===== config.mk =====
export PLATFORM = sky130hd
export DESIGN_NAME = ccff_loader
export DESIGN_NICKNAME = d
export VERILOG_FILES = /design/src/rtl/ccff_pkg.sv /design/src/rtl/ccff_rb_packer.sv /design/src/rtl/ccff_loader.sv
export SDC_FILE = /design/constraint.sdc
export NUM_CORES = 1
export LEC_CHECK = 0
export CAP_MARGIN = 30
export CORE_ASPECT_RATIO = 0.7
export CORE_MARGIN = 5
export CORE_UTILIZATION = 40
export DETAILED_ROUTE_END_ITERATION = 6
export PLACE_DENSITY = 0.58
export SETUP_SLACK_MARGIN = 0.02
export SLEW_MARGIN = 10
export SYNTH_ARGS = -nofsm -noshare
export SYNTH_HDL_FRONTEND = slang
export SYNTH_SLANG_ARGS = --single-unit

===== constraint.sdc =====
create_clock -name prog_clk -period 4.4 [get_ports prog_clk]
set_input_delay 0.44 -clock prog_clk [delete_from_list [all_inputs] [get_ports prog_clk]]
set_output_delay 0.44 -clock prog_clk [all_outputs]
set_load 0.005 [all_outputs]

===== src/rtl/ccff_pkg.sv =====
// Shared types and helpers for the configuration-chain loader.
// Holds the loader state encoding and the counter sizing rule.
package ccff_pkg;

    typedef enum logic [1:0] {
        IDLE = 2'd0,
        LOAD = 2'd1,
        DONE = 2'd2
    } ccff_state_t;

    // Bits needed to count from 0 up to and including n.
    function automatic int cnt_width(input int n);
        return (n < 1) ? 1 : $clog2(n + 1);
    endfunction

endpackage


===== src/rtl/ccff_rb_packer.sv =====
// Collects the bits leaving the configuration chain and packs them MSB-first
// into readback words, flushing a zero-filled partial word at the end of a pass.
module ccff_rb_packer #(
    parameter int WORD_W = 8
) (
    input  logic              prog_clk,
    input  logic              pReset,
    input  logic              clear,
    input  logic              sample,
    input  logic              last,
    input  logic              tail,
    output logic [WORD_W-1:0] rb_data,
    output logic              rb_valid
);
    import ccff_pkg::*;

    localparam int PW = cnt_width(WORD_W);
    localparam logic [WORD_W-1:0] MSB_ONE = {1'b1, {(WORD_W-1){1'b0}}};

    logic [WORD_W-1:0] acc;
    logic [WORD_W-1:0] acc_next;
    logic [PW-1:0]     pos;
    logic              word_full;

    // Each sampled bit lands at its final position, so a short word is
    // already left-aligned with zeros below it when it is flushed.
    always_comb begin
        acc_next = acc;
        if (tail) begin
            acc_next = acc | (MSB_ONE >> pos);
        end
    end

    assign word_full = (pos == PW'(WORD_W - 1)) || last;

    always_ff @(posedge prog_clk) begin
        if (pReset) begin
            acc      <= '0;
            pos      <= '0;
            rb_data  <= '0;
            rb_valid <= 1'b0;
        end else begin
            rb_valid <= 1'b0;
            if (clear) begin
                acc <= '0;
                pos <= '0;
            end else if (sample) begin
                if (word_full) begin
                    rb_data  <= acc_next;
                    rb_valid <= 1'b1;
                    acc      <= '0;
                    pos      <= '0;
                end else begin
                    acc <= acc_next;
                    pos <= pos + 1'b1;
                end
            end
        end
    end

endmodule


===== src/rtl/ccff_loader.sv =====
// Streams a bitstream of BS_LGT bits MSB-first into a configuration flip-flop
// chain while reading back the previous chain contents as packed words.
module ccff_loader #(
    parameter int BS_LGT = 8387,
    parameter int WORD_W = 8
) (
    input  logic              prog_clk,
    input  logic              pReset,
    input  logic              start,
    input  logic [WORD_W-1:0] bs_data,
    input  logic              bs_valid,
    output logic              bs_ready,
    output logic              ccff_head,
    output logic              shift_en,
    input  logic              ccff_tail,
    output logic [WORD_W-1:0] rb_data,
    output logic              rb_valid,
    output logic              busy,
    output logic              done
);
    import ccff_pkg::*;

    localparam int CW = cnt_width(BS_LGT);
    localparam int BW = cnt_width(WORD_W);
    localparam logic [CW-1:0] LAST_BIT = CW'(BS_LGT);
    localparam logic [31:0]   TOTAL    = BS_LGT;

    ccff_state_t       state;
    ccff_state_t       state_next;
    logic [CW-1:0]     bit_cnt;
    logic [WORD_W-1:0] buf_word;
    logic [BW-1:0]     buf_cnt;
    logic [31:0]       committed;
    logic              enter_load;
    logic              all_issued;
    logic              more_needed;
    logic              issue;
    logic              accept;

    always_ff @(posedge prog_clk) begin
        if (pReset) begin
            state <= IDLE;
        end else begin
            state <= state_next;
        end
    end

    // bit_cnt counts bits already presented on ccff_head; a new word is only
    // wanted while issued plus buffered bits fall short of the chain length.
    always_comb begin
        state_next  = state;
        all_issued  = (bit_cnt == LAST_BIT);
        committed   = 32'(bit_cnt) + 32'(buf_cnt);
        more_needed = (committed < TOTAL);
        issue       = 1'b0;
        bs_ready    = 1'b0;
        busy        = 1'b0;
        done        = 1'b0;
        case (state)
            IDLE: begin
                if (start) state_next = LOAD;
            end
            LOAD: begin
                busy     = 1'b1;
                issue    = (buf_cnt != '0) && !all_issued;
                bs_ready = (buf_cnt <= BW'(1)) && more_needed;
                if (all_issued) state_next = DONE;
            end
            DONE: begin
                done = 1'b1;
                if (start) state_next = LOAD;
            end
            default: state_next = IDLE;
        endcase
        enter_load = (state != LOAD) && (state_next == LOAD);
        accept     = bs_valid && bs_ready;
    end

    // A word arriving as the last buffered bit leaves keeps shifting gapless;
    // bits of the final word beyond the chain length are dropped.
    always_ff @(posedge prog_clk) begin
        if (pReset) begin
            bit_cnt   <= '0;
            buf_word  <= '0;
            buf_cnt   <= '0;
            ccff_head <= 1'b0;
            shift_en  <= 1'b0;
        end else if (enter_load) begin
            bit_cnt  <= '0;
            buf_word <= '0;
            buf_cnt  <= '0;
            shift_en <= 1'b0;
        end else begin
            shift_en <= issue;
            if (issue) begin
                ccff_head <= buf_word[WORD_W-1];
                bit_cnt   <= bit_cnt + 1'b1;
            end
            if (accept) begin
                buf_word <= bs_data;
                buf_cnt  <= BW'(WORD_W);
            end else if (issue) begin
                buf_word <= buf_word << 1;
                buf_cnt  <= buf_cnt - 1'b1;
            end else if (all_issued) begin
                buf_word <= '0;
                buf_cnt  <= '0;
            end
        end
    end

    ccff_rb_packer #(
        .WORD_W (WORD_W)
    ) u_packer (
        .prog_clk (prog_clk),
        .pReset   (pReset),
        .clear    (enter_load),
        .sample   (shift_en),
        .last     (shift_en && all_issued),
        .tail     (ccff_tail),
        .rb_data  (rb_data),
        .rb_valid (rb_valid)
    );

endmodule


==> reports/results.txt <==
Crit start category: register
Leading cell type by number of instances after synthesis: dfxtp_1
Yosys top cell by area: dfxtp_1
Largest net degree at the start of global routing: 20
Post-DR wirelength/cell: 13.96 um
IO Port Bufs: 26
Worst path top cell family by delay: compound AO/OA/AOI/OAI gates
Final instance area: 0.003258 mm2
Critical Path Slowest Stage Cell: clkdlybuf4s50_1
Post-DP HPWL: 4709 um
Largest stage delay, worst path: 0.49 ns
Layout area overhead: 13.91%
Syn_nets: 371
DIE WIDTH: 111.1 um
TritonCTS clock tree: yes
# diodes: 0
Yosys warnings: 0
Worst path required time: 3.96 ns
CP max FO: 5
Skew-Pair Late Insertion Delay: 0.31 ns
Max Cap Violations: 0
Nets: 388
Yosys cell types: 55
DRT Pass-1 Iters: 4
Final routed DRC violation total: 0
Clock sink count: 51
RSZ-0062 raised after global routing: no
Gate Count Post-Synth: 343
Total GRT Usage: 0.1460
Share of post-route cells with drive strength above 1: 0.07479
Iteration-0 DRC Markers: 130
Routed WL: 6351 um
Final setup TNS: 0 ns
GPL Wtd Cong: 0.8426
Placed Cells: 447
Setup crit end: bs_ready
Final Non-Filler Cells: 455
FP Rows: 25
CTS Buf Count: 5
FILL cells: 681
Final hold vios: 0
# IOs: 27
WP depth: 11
Run status: complete, no violations
Final setup fails: 0
Reg2Reg Setup Slack: 1.21 ns
H-tree depth: 2
Antenna Nets Post-Route: 0
Crit share post-route: 0.8584
Kind of end point of the critical path: primary output
Worst Hold Class: reg2reg
Post-CTS Setup Inserts: 0
Final setup skew: 0.01168 ns
Die height: 80.75 um
Post-CTS sizing: 0
Final Max Slew Viols: 0
Via count: 2347
PwrDens: 258.4 mW/mm2
Top post-synthesis cells by area: dfxtp_1, ha_1, nand2_1
CP bufs+invs: 2
Worst setup path class: reg2out
Synthesized area: 0.002860 mm2
Vias in the first global route: 2146
RR Endpoint: buf_word[2]
Worst-Margin Slew: 0.7704 ns
Placeable core region: 0.006850 mm2
Root Buffer: clkbuf_8
Clock tree buffer depth: 2
Primary FF master, synth: dfxtp_1
Fin crit period: 3.777 ns
Initial Util: 0.4175
Reg2Reg Depth: 10
Synth top area share: 0.3570
Vias per cell: 5.158
Post-synth EDFFs: 0
RR Startpoint: buf_cnt[0]
Die area: 0.008969 mm2
Slew HR: 0.4864
Placed cell areas: 0.003159 mm2
Global route total overflow: 0
Mapped Avg Cell Area: 8.339 um2
Crit path DAT: 3.34 ns
Worst hold slack: 0.4771 ns
Leak pwr: 1.108 nW
Total power: 0.8417 mW
Worst VDD drop: 140.2 uV
#FFs+latches synth: 51
Global-route wire length before repair: 10640 um
Initial antenna violation count: 0
Post-synth ARST share: 0
Crit path launch: buf_cnt[0]
Sequential fraction of the synthesis area: 0.3570
Leading cell types by count after synthesis: dfxtp_1, nand2_1, nor2_1
Hold_buf cts: 0
Worst path cell trace: ha_1, inv_1, fa_1, nand2b_1, a21o_4, mux2i_1, o41ai_2, nor2_1, o31ai_1, and2_1, clkdlybuf4s50_1
CTS clk-pin slew, worst paths: 0.10 ns
Max frequency: 264.8 MHz
==> worst min-delay path by stage <==
stage / startpoint / to / slack, ns / cells after the start
4_1_cts: u_packer.acc[7] / u_packer.acc[7] / 0.48 / 2
5_1_grt: buf_word[0] / buf_word[0] / 0.50 / 2
3_5_place_dp: u_packer.acc[7] / u_packer.acc[7] / 0.46 / 2
3_3_place_gp: u_packer.acc[7] / u_packer.acc[7] / 0.45 / 2
6_report: u_packer.acc[7] / u_packer.acc[7] / 0.48 / 2
2_1_floorplan: u_packer.acc[1] / u_packer.acc[1] / 0.44 / 2
==> per-stage QoR <==
stage               utilization  setup slack, ns
floorplan                     -            1.628
global placement         0.4612            1.017
detailed placement       0.4612           0.9731
CTS                      0.4756           0.6032
global route             0.4756           0.4276
finish                   0.4756           0.6232
==> kinds of logic after synthesis <==
kind of cell	synth area share
and+or+nand+nor	0.2861
muxes	0.04593
buffers and inverters	0.04462
AOI/OAI and AO/OA	0.1430
adders and majority gates	0.06824
DFF	0.3570
xor gates and xnor gates	0.05512
==> where the power goes <==
part / leakage, nW / switching, mW / internal [mW]
clock network: 0.0474 / 0.167 / 0.129
logic: 0.649 / 0.0408 / 0.0328
registers: 0.412 / 0.00502 / 0.467
total: 1.11 / 0.213 / 0.629
==> cell type report <==
cell class / instances / area, um2 / area share
sequential: 51 / 1021 / 0.3134
inverter: 9 / 33.78 / 0.01037
tap: 94 / 117.6 / 0.03610
multi-input combinational: 265 / 1712 / 0.5253
clock buffer: 6 / 82.58 / 0.02535
clock inverter: 2 / 16.27 / 0.004992
timing repair buffer: 28 / 275.3 / 0.08449
==> layer usage <==
layer,track usage,vias up,part of all wire,wire length [um]
met4,0.04010,0,0.011,69
met1,0.2187,1085,0.56,3563
met3,0.03053,5,0.034,216
li1,-,1221,-,-
met5,0,-,0,0
met2,0.2113,36,0.39,2502
==> layout by cell type (no fill, tap or decap), drive strengths merged, types with 4 or more instances in the layout <==
cell type,synthesis,routed
nand4,6,6
nor3,13,13
nand2b,5,5
xor2,8,8
nand2,45,45
dfxtp,51,51
mux2i,12,12
nor2b,5,5
nand3,8,8
inv,9,9
nor2,48,48
a21oi,23,23
a211oi,11,11
clkdlybuf4s50,0,26
clkbuf,8,6
nor3b,5,5
xnor2,10,10
nor4,4,4
ha,14,14
o21ai,11,11
==> registers in the layout (all words and copies together) (netlist names) <==
signal / count
bit_cnt: 14
buf_cnt: 4
buf_word: 8
ccff_head: 1
shift_en: 1
state: 2
u_packer.acc: 8
u_packer.pos: 4
u_packer.rb_data: 8
u_packer.rb_valid: 1
==> tightest hold or removal path, delay by kind of cell (launching register included) <==
| kind | cells | cell delay, ns |
|---|---|---|
| flip-flops | 1 | 0.34 |
| AND/OR/NAND/NOR | 1 | 0.07 |
| AO/OA/AOI/OAI | 1 | 0.04 |
No activity file was read; power rests on OpenSTA's default activity.
